### config.mk
export PLATFORM = sky130hd
export DESIGN_NAME = regfile_ctx_switcher
export DESIGN_NICKNAME = d
export VERILOG_FILES = /design/src/rtl/regfile_ctx_pkg.sv /design/src/rtl/regfile_port_mux.sv /design/src/rtl/regfile_ctx_switcher.sv
export SDC_FILE = /design/constraint.sdc
export NUM_CORES = 1
export LEC_CHECK = 0
export CAP_MARGIN = 20
export CORE_ASPECT_RATIO = 0.8
export CORE_MARGIN = 2
export CORE_UTILIZATION = 46
export CTS_CLUSTER_DIAMETER = 200
export DETAILED_ROUTE_END_ITERATION = 8
export PLACE_DENSITY = 0.87
export SYNTH_ARGS = -nofsm -noshare
export SYNTH_HDL_FRONTEND = slang
export SYNTH_SLANG_ARGS = --single-unit
### constraint.sdc
create_clock -name CLK -period 6.4 [get_ports CLK]
set_input_delay 1.28 -clock CLK [delete_from_list [all_inputs] [get_ports CLK]]
set_output_delay 1.28 -clock CLK [all_outputs]
set_load 0.1 [all_outputs]
### src/rtl/regfile_ctx_pkg.sv
// Shared types and constants for the register-file context switch sequencer.
package regfile_ctx_pkg;

  localparam int NUM_REGS   = 32;
  localparam int ADDR_W     = 5;
  localparam int DATA_W     = 32;
  localparam int WORD_BYTES = 4;

  localparam logic [ADDR_W-1:0] FIRST_REG = ADDR_W'(1);
  localparam logic [ADDR_W-1:0] LAST_REG  = ADDR_W'(NUM_REGS - 1);

  typedef enum logic [2:0] {
    ST_IDLE,
    ST_SAVE_RD,
    ST_SAVE_WR,
    ST_RESTORE_RD,
    ST_RESTORE_WR,
    ST_DONE
  } state_t;

  typedef enum logic [1:0] {
    MODE_SAVE_RESTORE = 2'b00,
    MODE_SAVE_ONLY    = 2'b01,
    MODE_RESTORE_ONLY = 2'b10,
    MODE_ALIAS_SR     = 2'b11
  } mode_t;

  // Byte address of register slot idx; wraps modulo 2^32.
  function automatic logic [DATA_W-1:0] slot_addr(input logic [DATA_W-1:0] base,
                                                  input logic [ADDR_W-1:0] idx);
    return base + DATA_W'(idx) * DATA_W'(WORD_BYTES);
  endfunction

endpackage

### src/rtl/regfile_port_mux.sv
// Selects which side drives the register-file ports: the core or the sequencer.
module regfile_port_mux
  import regfile_ctx_pkg::*;
(
  input  logic              owner,
  input  logic              core_write,
  input  logic [ADDR_W-1:0] core_inaddress,
  input  logic [DATA_W-1:0] core_in,
  input  logic [ADDR_W-1:0] core_out1address,
  input  logic              ctl_write,
  input  logic [ADDR_W-1:0] ctl_inaddress,
  input  logic [DATA_W-1:0] ctl_in,
  input  logic [ADDR_W-1:0] ctl_out1address,
  output logic              rf_write,
  output logic [ADDR_W-1:0] rf_inaddress,
  output logic [DATA_W-1:0] rf_in,
  output logic [ADDR_W-1:0] rf_out1address
);

  assign rf_write       = owner ? ctl_write       : core_write;
  assign rf_inaddress   = owner ? ctl_inaddress   : core_inaddress;
  assign rf_in          = owner ? ctl_in          : core_in;
  assign rf_out1address = owner ? ctl_out1address : core_out1address;

endmodule

### src/rtl/regfile_ctx_switcher.sv
// Streams x1..x31 to a save area and/or reloads them from a restore area,
// stalling the core and owning the register-file ports while active.
module regfile_ctx_switcher
  import regfile_ctx_pkg::*;
(
  input  logic              CLK,
  input  logic              RESET,
  input  logic              CTX_SWITCH,
  input  logic [1:0]        MODE,
  input  logic [DATA_W-1:0] SAVE_BASE,
  input  logic [DATA_W-1:0] RESTORE_BASE,
  output logic              BUSY,
  output logic              DONE,
  input  logic              CORE_WRITE,
  input  logic [ADDR_W-1:0] CORE_INADDRESS,
  input  logic [DATA_W-1:0] CORE_IN,
  input  logic [ADDR_W-1:0] CORE_OUT1ADDRESS,
  output logic              RF_WRITE,
  output logic [ADDR_W-1:0] RF_INADDRESS,
  output logic [DATA_W-1:0] RF_IN,
  output logic [ADDR_W-1:0] RF_OUT1ADDRESS,
  input  logic [DATA_W-1:0] RF_OUT1,
  output logic              MEM_READ,
  output logic              MEM_WRITE,
  output logic [DATA_W-1:0] MEM_ADDRESS,
  output logic [DATA_W-1:0] MEM_WRITEDATA,
  input  logic [DATA_W-1:0] MEM_READDATA,
  input  logic              MEM_BUSYWAIT
);

  state_t            state_reg, state_next;
  logic [ADDR_W-1:0] idx_reg, idx_next;
  logic              chain_restore_reg, chain_restore_next;
  logic [DATA_W-1:0] save_base_reg, save_base_next;
  logic [DATA_W-1:0] restore_base_reg, restore_base_next;
  logic [DATA_W-1:0] data_reg, data_next;

  logic              ctl_write;
  logic [ADDR_W-1:0] ctl_inaddress;
  logic [DATA_W-1:0] ctl_in;
  logic [ADDR_W-1:0] ctl_out1address;

  always_ff @(posedge CLK or negedge RESET) begin
    if (!RESET) begin
      state_reg         <= ST_IDLE;
      idx_reg           <= '0;
      chain_restore_reg <= 1'b0;
      save_base_reg     <= '0;
      restore_base_reg  <= '0;
      data_reg          <= '0;
    end else begin
      state_reg         <= state_next;
      idx_reg           <= idx_next;
      chain_restore_reg <= chain_restore_next;
      save_base_reg     <= save_base_next;
      restore_base_reg  <= restore_base_next;
      data_reg          <= data_next;
    end
  end

  always_comb begin
    state_next         = state_reg;
    idx_next           = idx_reg;
    chain_restore_next = chain_restore_reg;
    save_base_next     = save_base_reg;
    restore_base_next  = restore_base_reg;
    data_next          = data_reg;
    ctl_write          = 1'b0;
    ctl_inaddress      = idx_reg;
    ctl_in             = data_reg;
    ctl_out1address    = idx_reg;
    MEM_READ           = 1'b0;
    MEM_WRITE          = 1'b0;
    MEM_ADDRESS        = '0;
    MEM_WRITEDATA      = '0;

    case (state_reg)
      ST_IDLE: begin
        if (CTX_SWITCH) begin
          save_base_next     = SAVE_BASE;
          restore_base_next  = RESTORE_BASE;
          chain_restore_next = (MODE != MODE_SAVE_ONLY);
          idx_next           = FIRST_REG;
          state_next         = (MODE == MODE_RESTORE_ONLY) ? ST_RESTORE_RD : ST_SAVE_RD;
        end
      end

      // reg_file read is address-change triggered: give it one cycle to settle
      ST_SAVE_RD: state_next = ST_SAVE_WR;

      ST_SAVE_WR: begin
        MEM_WRITE     = 1'b1;
        MEM_ADDRESS   = slot_addr(save_base_reg, idx_reg);
        MEM_WRITEDATA = RF_OUT1;
        if (!MEM_BUSYWAIT) begin
          if (idx_reg == LAST_REG) begin
            if (chain_restore_reg) begin
              idx_next   = FIRST_REG;
              state_next = ST_RESTORE_RD;
            end else begin
              state_next = ST_DONE;
            end
          end else begin
            idx_next   = idx_reg + ADDR_W'(1);
            state_next = ST_SAVE_RD;
          end
        end
      end

      ST_RESTORE_RD: begin
        MEM_READ    = 1'b1;
        MEM_ADDRESS = slot_addr(restore_base_reg, idx_reg);
        if (!MEM_BUSYWAIT) begin
          data_next  = MEM_READDATA;
          state_next = ST_RESTORE_WR;
        end
      end

      ST_RESTORE_WR: begin
        ctl_write = 1'b1;
        if (idx_reg == LAST_REG) begin
          state_next = ST_DONE;
        end else begin
          idx_next   = idx_reg + ADDR_W'(1);
          state_next = ST_RESTORE_RD;
        end
      end

      ST_DONE: state_next = ST_IDLE;

      default: state_next = ST_IDLE;
    endcase
  end

  assign BUSY = (state_reg != ST_IDLE) && (state_reg != ST_DONE);
  assign DONE = (state_reg == ST_DONE);

  regfile_port_mux u_port_mux (
    .owner            (BUSY),
    .core_write       (CORE_WRITE),
    .core_inaddress   (CORE_INADDRESS),
    .core_in          (CORE_IN),
    .core_out1address (CORE_OUT1ADDRESS),
    .ctl_write        (ctl_write),
    .ctl_inaddress    (ctl_inaddress),
    .ctl_in           (ctl_in),
    .ctl_out1address  (ctl_out1address),
    .rf_write         (RF_WRITE),
    .rf_inaddress     (RF_INADDRESS),
    .rf_in            (RF_IN),
    .rf_out1address   (RF_OUT1ADDRESS)
  );

endmodule
# Yosys cells after proc, flatten, opt, wreduce, memory -nomap -nowiden
# Cells that the tools add are included.
[totals]
input_bits = 177
reg_bits = 105
wordCells = 55
[classes]
eq_ne = 14
n_bitwise = 1
reduce_logical = 8
add_sub_neg = 3
n_mux = 23
[ops]
columns = ["cell", "count"]
rows = [
  ["32-bit by 7-bit adder with 32-bit output", 2],
  ["32-bit 2-to-1 mux", 2],
  ["32-bit one-hot mux with 2 select lines", 1],
  ["5-bit 2-to-1 mux", 7],
  ["3-bit 2-to-1 mux", 6],
  ["3-bit one-hot mux with 5 select lines", 1],
  ["5-bit one-hot mux with 3 select lines", 1],
  ["2-bit inequality test (second input constant)", 4],
  ["3-bit by 2-bit == test with 1-bit output (second input constant)", 2],
  ["3-bit == test (second input constant)", 2],
  ["3-bit inequality test (second input constant)", 2],
  ["3-bit nonzero test", 2],
  ["5-bit by 1-bit adder with 5-bit output (second input constant)", 1],
  ["5-bit == test (second input constant)", 1],
  ["5-bit AND reduction", 1],
  ["1-bit 2-to-1 mux", 4],
  ["2-bit AND reduction", 2],
  ["3-bit by 1-bit == test with 1-bit output (second input constant)", 1],
  ["3-bit zero test", 1],
  ["3-bit AND reduction", 1],
  ["2-bit == test (second input constant)", 1],
  ["2-bit 2-to-1 mux", 1],
  ["2-bit by 1-bit inequality test with 1-bit output (second input constant)", 1],
  ["1-bit logical AND", 1],
  ["1-bit NOT", 1],
]

# Depth between registers and ports, before layout
# Gate-level depths: netlist (run 1).
[depth]
ltp_word = 4
depth_mapped = 14
depth_no_buf = 11

# By module
# A second synthesis (run 1) with hierarchy kept.
[hier_totals]
hier_cells = 591
hier_area_um2 = 6637.6
[by_module_without_submodules]
columns = ["module", "seq_area_each_um2", "cells_per_inst", "area_each_um2", "n_inst"]
rows = [
  ["regfile_ctx_switcher", 2627.5, 543, 5911.9, 1],
  ["regfile_port_mux", 0.0, 48, 725.7, 1],
]

# Least setup slack after synthesis (run 1)
# OpenSTA, ideal clock, no wires.
[synth_timing]
kind = "register to output"
start = "reg state_reg[2]"
end = "out MEM_ADDRESS[26]"
slack_ns = -1.247
required_ns = 5.120
t_arrival_ns = 6.367
path_stages_with_launch = 13
path_cell_list = "dfrtp_1 > nand3b_4 > inv_2 > buf_2 > clkbuf_1 > nand2_1 > nand2_1 > ha_1 > fa_1 > a211oi_1 > o21bai_1 > o21ai_0 > o41ai_1"
[synth_between]
elab_chain_len = 2
word_cells_on_any_way = 3
[synth_lines]
columns = ["item", "line", "rtl"]
rows = [
  ["start: declaration", "regfile_ctx_switcher.sv:31", "state_t state_reg, state_next;"],
  ["start signal: assignment", "regfile_ctx_switcher.sv:52", "state_reg <= state_next;"],
  ["3-bit by 2-bit == test with 1-bit output", "regfile_ctx_switcher.sv:77", "case (state_reg)"],
  ["32-bit one-hot mux with 2 select lines (*)", "regfile_ctx_switcher.sv:77", ""],
  ["end: declaration", "regfile_ctx_switcher.sv:25", "output logic [DATA_W-1:0] MEM_ADDRESS,"],
]
# Every way passes the cells marked *; elsewhere a longest branch is shown, timed or not.

# Worst setup path after layout (run 1)
[layout_timing]
start = "reg state_reg[2]"
end = "out MEM_ADDRESS[30]"
# The elaborated chain is that of the path after synthesis.

==> results of run 1 <==
-- synthesized netlist by cell type, drive strengths merged (2+ instances only) --
library cell / count
a31oi: 3
nand2b: 2
buf: 20
a211oi: 7
inv: 10
nor3: 22
o21bai: 2
a21oi: 12
nand2: 163
clkbuf: 20
nand3: 14
o211ai: 2
o31ai: 8
ha: 7
or4: 2
mux2: 97
xnor2: 6
or2: 2
mux2i: 24
xor2: 3
dfrtp: 105
o21a: 3
nand4: 9
o31a: 2
o21ai: 27
and2: 36
nor2: 32
a21o: 4
and3: 4
nor2b: 6
nor3b: 8
nor4: 8
nand3b: 3
-- worst reg2reg max path, cell delays in order, from the launching register on --
cell and delay, ns:
dfrtp_1 0.46, ha_1 0.28, and3_1 0.19, ha_1 0.22
nor2b_1 0.16, a21oi_1 0.14, nand3b_1 0.25, or2_2 0.38
o31ai_1 0.20
-- per-layer routing --
metal / up-vias / global-route usage, % / share of wire, %
met3: 27 / 5.58 / 6.8
met2: 277 / 45.7 / 50
li1: 2958 / - / -
met4: 0 / 6.92 / 1.4
met5: - / 0 / 0
met1: 2906 / 35.1 / 41
-- through the flow --
step	util (%)	hold slack [ns]	instance area [sq um]
after floorplan	-	0.474	6520
final	73.4	0.508	10000
after detailed placement	71.1	0.495	9710
after global placement	71.1	0.489	9710
after CTS	73.2	0.511	9990
after global routing	73.4	0.517	10000
-- worst paths after layout --
kind | slack (ns) | endpoint
setup / recovery | 0.95 | MEM_ADDRESS[30]
hold / removal | 0.51 | ctl_in[7]$_DFFE_PN0P_
setup reg to reg | 4.02 | ctl_inaddress[3]$_DFFE_PN0P_
hold reg to reg | 0.51 | ctl_in[7]$_DFFE_PN0P_
max in group asynchronous | 4.26 | save_base_reg[6]$_DFFE_PN0P_
min in group asynchronous | 0.95 | ctl_in[19]$_DFFE_PN0P_
-- cells by family after synthesis --
logic type	synth area share, %
DFF	40.7
and+or+nand+nor	23.4
AOI/OAI and AO/OA	8.76
adders and majority gates	1.67
xor gates and xnor gates	1.22
muxes	20.8
buffers and inverters	3.37
-- final cells by class --
type	instances	area share (%)
inverter	10	0.375
clock inverter	4	0.262
tap	180	2.25
sequential	105	26.2
timing repair buffer	300	31.5
multi-input combinational	538	36.8
clock buffer	12	2.56
==> flow_metrics.env, run 1 <==
export IMPL_hold_buffers=0
export IMPL_drive_gt1_share_pct=20.7
export IMPL_synth_largest_area_cell="dfrtp_1"
export IMPL_io_buffers=287
export IMPL_crit_path_start="state_reg[2]$_DFFE_PN0P_"
export IMPL_cp_start_kind="register"
export IMPL_syn_to_final_growth_pct=55.2
export IMPL_regArea_sq_mm=0.00263
export IMPL_yosysUniqueCellTypes=60
export IMPL_dp_cells=1132
export IMPL_tightest_slew_ns=1.17
export IMPL_reg2reg_depth=8
export IMPL_clkLatencyLatePin_ns=0.35
export IMPL_slew_headroom_pct=21.8
export IMPL_gp_congestion=0.877
export IMPL_min_path_type="reg -> reg"
export IMPL_numCtsBuffers=9
export IMPL_n_fill_cell=976
export IMPL_ys_ff_latch=105
export IMPL_finalSetupTns_ns=0
export IMPL_hold_viol_final=0
export IMPL_drt_wl_total_mm=20.3
export IMPL_worst_hold_startpoint="ctl_in[7]$_DFFE_PN0P_"
export IMPL_crit_path_end_kind="output pin"
export IMPL_root_buffer="clkbuf_16"
export IMPL_fin_cells=1149
export IMPL_critical_path_top_delay_family="compound AO/OA/AOI/OAI gates"
export IMPL_worst_slack_ns=0.947
export IMPL_io_pins=288
export IMPL_drv_cap=0
export IMPL_grt_pass1_wl_mm=31.4
export IMPL_preCtsSetupSlack_ns=1.37
export IMPL_fin_crit_sh_pct=85.2
export IMPL_clock_path_buffers=2
export IMPL_synth_seq_area_share_pct=40.7
export IMPL_layout_nets=1149
export IMPL_cts_tree="done"
export IMPL_rows=38
export IMPL_setup_viol=0
export IMPL_remaining_drc_errors=0
export IMPL_grt_pass1_vias=6127
export IMPL_die_h_microns=110
export IMPL_mostFrequentLayoutCells="237 x clkdlybuf4s50_1, 163 x nand2_1, 105 x dfrtp_1"
export IMPL_vias_per_cell=5.37
export IMPL_syn_avg_cell_area_sq_um=9.31
export IMPL_die_w_microns=136
export IMPL_initial_core_util_pct=47.3
export IMPL_synth_ff_type="dfrtp_1"
export IMPL_crit_buf_inv=2
export IMPL_yosys_top_cells_area="dfrtp_1 41%, mux2_2 17%, nand2_1 9.5%"
export IMPL_final_common_cell="clkdlybuf4s50_1"
export IMPL_synth_nets=878
export IMPL_async_reset_ff_share_pct=100
export IMPL_ant_nets=0
export IMPL_synth_area_sq_mm=0.00645
export IMPL_cts_clk_slew_worst_paths_ns=0.07
export IMPL_h_tree_depth=3
export IMPL_grt_usage_pct=26.8
export IMPL_grt_ovfl_total=0
export IMPL_yosys_area_top_type_share_pct=40.7
export IMPL_vias=6168
export IMPL_synth_edf_count=0
export IMPL_worstReg2RegStart="ctl_inaddress[0]$_DFFE_PN0P_"
export IMPL_worstSetupPathType="reg -> out"
export IMPL_crit_fanout=35
export IMPL_clock_sinks=105
export IMPL_fin_skew_ns=0.00690
export IMPL_crit_required_ns=5.12
export IMPL_multiInputGateArea_sq_mm=0.00369
export IMPL_postCtsSetupRepairBufs=0
export IMPL_clock_fmax_mhz=183
export IMPL_cp_arrival_ns=4.17
export IMPL_path_cells="nand3b_4, buf_4, nand2_1, nand2_1, ha_1, fa_1, a211oi_1, o21bai_1, o21ai_0, a2111oi_4, mux2i_2, buf_12"
export IMPL_post_cts_resized=0
export IMPL_dr_first_iter_drc_count=432
export IMPL_drv_slew=0
export IMPL_min_path_cells=1
export IMPL_design_core_area_sq_mm=0.0136
export IMPL_diodes=0
export IMPL_ys_warn_count=0
export IMPL_grt_max_degree=58
export IMPL_syn_inst=693
export IMPL_cp_slowest_stage_delay_ns=0.63
export IMPL_antenna_found_initial=0
export IMPL_fin_crit_ns=5.45
export IMPL_crit_path_frequent_cell="nand2_1"
export IMPL_rsz0062_at_grt="false"
export IMPL_wl_per_cell_microns=17.7
export IMPL_dieArea_sq_mm=0.0150
export IMPL_place_hpwl_mm=15.6
export IMPL_firstDrtPassIters=7
export IMPL_cp_depth=12
export IMPL_slowest_stage="dfrtp_1"
export IMPL_outcome="complete, no violations"
Power of run 1 is not shown: default switching activity piles up to over one toggle a cycle in this logic, so the estimate is an artifact.
==> run 2, diff against run 1 <==
--- a/config.mk
+++ b/config.mk
@@ -8,10 +8,10 @@
 export CAP_MARGIN = 20
 export CORE_ASPECT_RATIO = 0.8
 export CORE_MARGIN = 2
-export CORE_UTILIZATION = 46
+export CORE_UTILIZATION = 50
 export CTS_CLUSTER_DIAMETER = 200
 export DETAILED_ROUTE_END_ITERATION = 8
-export PLACE_DENSITY = 0.87
+export DONT_BUFFER_PORTS = 1
 export SYNTH_ARGS = -nofsm -noshare
 export SYNTH_HDL_FRONTEND = slang
 export SYNTH_SLANG_ARGS = --single-unit
==> flow_metrics.env, run 2 (same netlist as run 1, synthesis figures left out) <==
export IMPL_gp_congestion=0.845
export IMPL_finalSetupTns_ns=0
export IMPL_rsz0062_at_grt="false"
export IMPL_slew_headroom_pct=27.7
export IMPL_fin_crit_ns=5.52
export IMPL_firstDrtPassIters=5
export IMPL_dr_first_iter_drc_count=308
export IMPL_post_cts_resized=0
export IMPL_postCtsSetupRepairBufs=0
export IMPL_clock_fmax_mhz=181
export IMPL_top_usage_layer="met2"
export IMPL_grt_pass1_wl_mm=27.7
export IMPL_rows=37
export IMPL_cp_start_kind="register"
export IMPL_use_met3_pct=6.55
export IMPL_h_tree_depth=3
export IMPL_io_pins=288
export IMPL_vias=5255
export IMPL_mostFrequentLayoutCells="163 x nand2_1, 104 x dfrtp_1, 97 x mux2_2"
export IMPL_layout_nets=887
export IMPL_hold_viol_final=0
export IMPL_ant_nets=0
export IMPL_hold_ws_ns=0.505
export IMPL_crit_fanout=18
export IMPL_initial_core_util_pct=50.7
export IMPL_die_w_microns=131
export IMPL_drive_gt1_share_pct=27.6
export IMPL_tightest_slew_ns=1.08
export IMPL_final_common_cell="nand2_1"
export IMPL_min_path_type="reg -> reg"
export IMPL_outcome="complete, no violations"
export IMPL_clkLatencyLatePin_ns=0.35
export IMPL_clock_path_buffers=2
export IMPL_crit_path_end_kind="output pin"
export IMPL_crit_required_ns=5.12
export IMPL_clock_sinks=105
export IMPL_die_h_microns=106
export IMPL_worstSetupPathType="reg -> out"
export IMPL_hold_buffers=0
export IMPL_use_met2_pct=41.9
export IMPL_use_met1_pct=34.1
export IMPL_n_fill_cell=1131
export IMPL_grt_ovfl_total=0
export IMPL_numCtsBuffers=9
export IMPL_cts_clk_slew_worst_paths_ns=0.07
export IMPL_wl_per_cell_microns=20.1
export IMPL_design_core_area_sq_mm=0.0127
export IMPL_place_hpwl_mm=13.4
export IMPL_setup_viol=0
export IMPL_vias_per_cell=5.94
export IMPL_root_buffer="clkbuf_16"
export IMPL_drv_slew=0
export IMPL_syn_to_final_growth_pct=13.9
export IMPL_drt_wl_total_mm=17.8
export IMPL_grt_usage_pct=26.1
export IMPL_grt_max_degree=106
export IMPL_antenna_found_initial=2
export IMPL_drv_cap=0
export IMPL_io_buffers=0
export IMPL_remaining_drc_errors=0
export IMPL_fin_crit_sh_pct=86.2
export IMPL_fin_skew_ns=0.00984
export IMPL_dieArea_sq_mm=0.0138
export IMPL_cts_tree="done"
export IMPL_grt_pass1_vias=5109
export IMPL_cp_arrival_ns=4.24
## run 2: cell types whose count changed in the layout (fill, tap and decap cells not counted), moves of 2 or more
cell,change
clkbuf_8,-2
nor3b_2,-6
nor3_4,+4
nor2_2,+12
nor2_1,-13
nor3_2,-4
clkdlybuf4s50_1,-237
buf_4,-7
diode_2,+2
buf_12,-18
nor3b_4,+6
clkinvlp_4,+2
## run 2: path summary, 6_finish.rpt
check,from,end,slack [ns],cells after the start
max,state_reg[1]$_DFFE_PN0P_,MEM_ADDRESS[30],0.88,12
min,ctl_in[3]$_DFFE_PN0P_,ctl_in[3]$_DFFE_PN0P_,0.50,1
max reg2reg,state_reg[1]$_DFFE_PN0P_,save_base_reg[1]$_DFFE_PN0P_,3.70,3
min reg2reg,ctl_in[3]$_DFFE_PN0P_,ctl_in[3]$_DFFE_PN0P_,0.50,1
max in group asynchronous,RESET,save_base_reg[0]$_DFFE_PN0P_,5.65,0
min in group asynchronous,RESET,save_base_reg[13]$_DFFE_PN0P_,0.61,0
## run 2: per-stage QoR
stage,worst slack (ns),instances,area [sq um],utilization (%)
6_report,0.884,884,7350,57.7
5_1_grt,0.428,883,7350,57.7
4_1_cts,0.831,882,7350,57.7
3_5_place_dp,1.24,866,7080,55.6
3_3_place_gp,1.43,866,7080,55.6
2_1_floorplan,0.0681,693,6520,-
## run 2: per-layer routing
metal / up-vias / share of wire, %
met5: - / 0
met4: 0 / 2.6
met3: 31 / 7.4
met2: 230 / 49
met1: 2558 / 41
li1: 2436 / -
## run 2: cell type report
cell class,instances,area (sq um),share of cell area [%]
sequential,105,2630,35.8
inverter,10,37.5,0.511
multi-input combinational,538,3830,52.1
tap,175,219,2.98
timing repair buffer,38,368,5.00
clock inverter,5,32.5,0.443
clock buffer,11,233,3.17
antenna,2,5.00,0.0681
## run 2: critical path: stages (launching register included)
cell	delay, ns
dfrtp_1	0.69
nand3b_4	0.22
inv_2	0.13
buf_4	0.43
nand2_1	0.11
nand2_1	0.08
ha_1	0.23
o21ai_0	0.18
o21bai_1	0.44
o21ai_0	0.40
a2111oi_4	0.40
mux2i_2	0.35
buf_16	0.21
Power of run 2 is left out for the same reason.
==> run 3, diff against run 2 <==
--- a/config.mk
+++ b/config.mk
@@ -9,6 +9,7 @@
 export CORE_ASPECT_RATIO = 0.8
 export CORE_MARGIN = 2
 export CORE_UTILIZATION = 50
+export CTS_BUF_LIST = sky130_fd_sc_hd__clkbuf_8
 export CTS_CLUSTER_DIAMETER = 200
 export DETAILED_ROUTE_END_ITERATION = 8
 export DONT_BUFFER_PORTS = 1
==> flow_metrics.env, run 3 (same netlist as run 1, synthesis figures left out) <==
export IMPL_io_pins=288
export IMPL_antenna_found_initial=2
export IMPL_fin_crit_sh_pct=86.9
export IMPL_slew_headroom_pct=27.8
export IMPL_drt_wl_total_mm=17.8
export IMPL_hold_buffers=0
export IMPL_cts_tree="done"
export IMPL_cts_clk_slew_worst_paths_ns=0.10
export IMPL_outcome="complete, no violations"
export IMPL_grt_pass1_wl_mm=27.6
export IMPL_clkLatencyLatePin_ns=0.39
export IMPL_hold_viol_final=0
export IMPL_rsz0062_at_grt="false"
export IMPL_wl_per_cell_microns=20.1
export IMPL_finalSetupTns_ns=0
export IMPL_firstDrtPassIters=5
export IMPL_remaining_drc_errors=0
export IMPL_crit_required_ns=5.12
export IMPL_setup_viol=0
export IMPL_place_hpwl_mm=13.4
export IMPL_io_buffers=0
export IMPL_grt_pass1_vias=5091
export IMPL_ant_nets=0
export IMPL_rows=37
export IMPL_final_area_sq_mm=0.00725
export IMPL_crit_fanout=18
export IMPL_clock_sinks=105
export IMPL_crit_path_end_kind="output pin"
export IMPL_drive_gt1_share_pct=27.6
export IMPL_mostFrequentLayoutCells="163 x nand2_1, 104 x dfrtp_1, 97 x mux2_2"
export IMPL_die_h_microns=106
export IMPL_n_fill_cell=1139
export IMPL_worstSetupPathType="reg -> out"
export IMPL_grt_usage_pct=26.1
export IMPL_die_w_microns=131
export IMPL_fin_cells=884
export IMPL_dr_first_iter_drc_count=367
export IMPL_design_core_area_sq_mm=0.0127
export IMPL_syn_to_final_growth_pct=12.3
export IMPL_fin_skew_ns=0.0143
export IMPL_layout_nets=887
export IMPL_fin_crit_ns=5.56
export IMPL_clock_fmax_mhz=180
export IMPL_initial_core_util_pct=50.7
export IMPL_gp_congestion=0.845
export IMPL_post_cts_resized=0
export IMPL_dieArea_sq_mm=0.0138
export IMPL_numCtsBuffers=9
export IMPL_cp_start_kind="register"
export IMPL_grt_max_degree=106
export IMPL_drv_slew=0
export IMPL_final_common_cell="nand2_1"
export IMPL_vias_per_cell=5.90
export IMPL_reg2reg_slack_ns=3.69
export IMPL_root_buffer="clkbuf_8"
export IMPL_drv_cap=0
export IMPL_h_tree_depth=3
export IMPL_postCtsSetupRepairBufs=0
export IMPL_vias=5216
export IMPL_dp_cells=866
export IMPL_tightest_slew_ns=1.08
export IMPL_dpl_cell_area_sq_mm=0.00708
export IMPL_cp_arrival_ns=4.28
export IMPL_grt_ovfl_total=0
export IMPL_clock_path_buffers=2
export IMPL_min_path_type="reg -> reg"
==> run 3: cell types whose count changed in the layout (fill, tap and decap cells not counted), sizes merged <==
| cell | previous run | this run |
|---|---|---|
| clkbuf | 11 | 9 |
| inv | 10 | 12 |
==> run 3: critical path, stage by stage (launching register included) <==
cell	delay [ns]
dfrtp_1	0.71
nand3b_4	0.21
inv_2	0.13
buf_4	0.43
nand2_1	0.11
nand2_1	0.08
ha_1	0.22
o21ai_0	0.18
o21bai_1	0.45
o21ai_0	0.40
a2111oi_4	0.40
mux2i_2	0.36
buf_16	0.21
==> run 3: worst paths after layout <==
| check | cells past startpoint | start | endpoint |
|---|---|---|---|
| hold / removal | 1 | ctl_in[3]$_DFFE_PN0P_ | ctl_in[3]$_DFFE_PN0P_ |
| hold reg to reg | 1 | ctl_in[3]$_DFFE_PN0P_ | ctl_in[3]$_DFFE_PN0P_ |
| setup / recovery | 12 | state_reg[1]$_DFFE_PN0P_ | MEM_ADDRESS[30] |
| max in group asynchronous | 0 | RESET | save_base_reg[0]$_DFFE_PN0P_ |
| min in group asynchronous | 0 | RESET | save_base_reg[13]$_DFFE_PN0P_ |
| setup reg to reg | 3 | state_reg[1]$_DFFE_PN0P_ | save_base_reg[1]$_DFFE_PN0P_ |
==> run 3: layout make-up <==
cell class	count	area, sq um	area share, %
clock inverters	7	40.0	0.552
clock buffers	9	124	1.71
repair buffers	38	368	5.07
flip-flops and latches	105	2630	36.3
well taps	175	219	3.02
inverters	10	37.5	0.518
diodes	2	5.00	0.0690
multi-input cells	538	3830	52.8
==> run 3: metrics by stage <==
| step | util, % | hold slack [ns] | worst slack [ns] |
|---|---|---|---|
| after floorplan | - | 0.474 | 0.0681 |
| after global placement | 55.6 | 0.487 | 1.43 |
| after detailed placement | 55.6 | 0.493 | 1.24 |
| after CTS | 56.9 | 0.518 | 0.774 |
| after global routing | 56.9 | 0.527 | 0.362 |
| final | 56.9 | 0.513 | 0.836 |
==> run 3: routing by layer <==
metal	share of wire, %	vias up	global-route usage [%]
met5	0	-	0
met4	2.1	0	7.45
met3	7.4	23	7.92
met1	41	2534	33.8
li1	-	2435	-
met2	49	224	42.3
Power of run 3 is left out for the same reason.
==> RTL edit: new RTL, flow settings as in run 3 <==
Add an input register stage for `CTX_SWITCH` and `MODE`; this delays them by one clock. The other inputs are not delayed to match.
--- a/src/rtl/regfile_ctx_switcher.sv
+++ b/src/rtl/regfile_ctx_switcher.sv
@@ -28,4 +28,12 @@
   input  logic              MEM_BUSYWAIT
 );
+
+  logic CTX_SWITCH_q;
+  logic [1:0] MODE_q;
+
+  always_ff @(posedge CLK) begin
+    CTX_SWITCH_q <= CTX_SWITCH;
+    MODE_q       <= MODE;
+  end
 
   state_t            state_reg, state_next;
@@ -77,10 +85,10 @@
     case (state_reg)
       ST_IDLE: begin
-        if (CTX_SWITCH) begin
+        if (CTX_SWITCH_q) begin
           save_base_next     = SAVE_BASE;
           restore_base_next  = RESTORE_BASE;
-          chain_restore_next = (MODE != MODE_SAVE_ONLY);
+          chain_restore_next = (MODE_q != MODE_SAVE_ONLY);
           idx_next           = FIRST_REG;
-          state_next         = (MODE == MODE_RESTORE_ONLY) ? ST_RESTORE_RD : ST_SAVE_RD;
+          state_next         = (MODE_q == MODE_RESTORE_ONLY) ? ST_RESTORE_RD : ST_SAVE_RD;
         end
       end
Formal check against the unedited RTL: not equivalent (a bounded check fails within 4 cycles, from zero or initial values and one cycle with RESET low).
==> RTL edit against run 3 <==
Setup slack worse by 0.40 ns. Worst hold slack better by 0.0031 ns. Routed wire length is 8.8% higher. Sequential cell count is 3 higher. Register-to-register slack better by 0.29 ns. Sequential share of layout area is 0.34 points lower. Core utilization is 1.4 points higher. Area after synthesis is 1.6% higher. Die area is 1.5% higher. Final area is 3.2% higher. Non-clock buffer count is 2 lower. Largest cell class unchanged.
Power is left out: the tool's default activity adds up to more than one toggle a clock period on the data nets, which glitch-free logic cannot reach.
==> RTL edit: results (changes against run 3) <==
stage,metric,value,unit,change
run_status,status,"finished, final reports clean",,
synthesis,ys.flop_type,dfrtp_1,,
finish,final_layout_size_suffix_gt1_share,26.7,%,-0.86 points
synthesis,synth.net_count,904,,+3.0%
synthesis,ys_top_cells_by_count,"nand2_1, dfrtp_1, mux2_2",,
placed_design,dpl.hpwl,14.3,mm,+7.2%
clock_network,cts-buffers-inserted,9,,unchanged
clock_network,cts_buffer_depth,2,,unchanged
worst_setup_path,slowest_stage,o41ai_1,,
placed_design,place.gp.congestion,0.898,,+6.3%
synthesis,synth-async-reset-ratio,97.2,%,-2.8 points
clock_network,htree_levels,3,,unchanged
placed_design,dpl_worst_slack,0.495,ns,-0.748 ns
synthesis,synthMostInstantiatedCell,nand2_1,,
synthesis,synthAdderAreaFrac,1.64,%,-0.026 points
worst_setup_path,crit_family,compound AO/OA/AOI/OAI gates,,
synthesis,yosysUniqueCellTypes,60,,unchanged
clock_network,clockRootBuffer,clkbuf_8,,
synthesis,yosysSeqAreaShare,41.0,%,+0.29 points
global_route,grt_usage,27.2,%,+1.0 points
worst_setup_path,max_stage_delay,0.71,ns,about the same
sta,finClkSkew,0.00678,ns,-0.00752 ns
global_route,grt_start_max_net_pins,106,,unchanged
synthesis,synth.area.top_cells,"dfrtp_1, mux2_2, nand2_1",,
finish,nets,906,,+2.1%
clock_network,clk_pin_slew,0.11,ns,
clock_network,clock_latency,0.40,ns,
global_route,grt_pass1_wl,29.4,mm,+6.6%
route,detailroute.via_count,5462,,+4.7%
hold_path,hp-class,register to register,,
finish,fillCellCount,1164,,+2.2%
placed_design,placed_cell_area,7230,um^2,+2.1%
route,first_pass_iters,6,,+1
synthesis,synthMuxAreaShare,20.5,%,-0.38 points
global_route,grt_pass1_vias,5275,,+3.6%
worst_setup_path,arrival,4.68,ns,+0.40 ns
worst_setup_path,path_max_fanout,27,,+9
placed_design,port_buffers,0,,unchanged
route,drt_iter0_markers,420,,+14%
sta,worst_pin_slew,1.11,ns,+0.0272 ns
synthesis,synthXorXnorAreaFrac,1.34,%,+0.11 points
global_route,antenna_found_initial,8,,+6
synthesis,yosys_warnings,0,,unchanged
route,wl_per_cell,21.3,um,+5.8%
synthesis,synth-compound-area-share,8.74,%,-0.021 points
==> RTL edit: cell count changes after synthesis, moves of 9 or more <==
cell      delta
clkbuf_1    +11
nor3_1       +9
buf_2       -11
nand2_1     +13
and2_1      -34
and3_1      +32
==> RTL edit: kinds of logic after synthesis <==
family	Yosys count
muxes	122
and+or+nand+nor	327
DFF	108
adders and majority gates	8
xor gates and xnor gates	10
buffers and inverters	56
AOI/OAI and AO/OA	88
==> RTL edit: repair_timing <==
| action | CTS | global route |
|---|---|---|
| setup buffers | 0 | 0 |
| endpoints found under the setup margin | 0 | 8 |
| hold endpoints to repair | 0 | 0 |
| resized for setup | 0 | 2 |
==> RTL edit: cell type report <==
cell class | instances | area, um^2 | area share (%)
multi-input combinational | 556 | 3880 | 51.8
tap | 175 | 219 | 2.93
clock buffer | 10 | 138 | 1.84
timing repair buffer | 36 | 415 | 5.55
antenna | 8 | 20.0 | 0.268
inverter | 10 | 45.0 | 0.602
sequential | 108 | 2690 | 35.9
clock inverter | 6 | 78.8 | 1.05
==> RTL edit: metal layers <==
layer	up-vias	global-route usage (%)	share of wire [%]	wire length, um
met5	-	0	0	0
met4	0	12.0	3.1	593
met3	36	8.68	8.3	1610
met2	239	42.7	47	9170
met1	2658	34.5	41	7960
li1	2529	-	-	-
==> RTL edit: through the flow <==
| stage | hold slack (ns) | std cells |
|---|---|---|
| floorplan | 0.455 | 719 |
| global placement | 0.486 | 884 |
| detailed placement | 0.495 | 884 |
| CTS | 0.520 | 900 |
| global route | 0.523 | 909 |
| finish | 0.516 | 909 |
==> RTL edit: worst register-to-register path: cells and delay by family, from the launching register on <==
kind	cells	cell delay [ns]
AND/OR/NAND/NOR	2	0.92
flip-flops	1	0.59
buffers and inverters	1	0.41
multiplexers	1	0.41
==> RTL edit: final timing paths <==
path | from | cells past startpoint | end | slack, ns
hold reg to reg | MODE_q[1] | 2 | chain_restore_reg | 0.52
hold / removal | MODE_q[1] | 2 | chain_restore_reg | 0.52
setup reg to reg | state_reg[2] | 4 | ctl_in[30] | 3.98
setup / recovery | state_reg[2] | 11 | MEM_ADDRESS[31] | 0.44
max in group asynchronous | RESET | 0 | ctl_in[9] | 5.70
min in group asynchronous | RESET | 0 | restore_base_reg[14] | 0.57
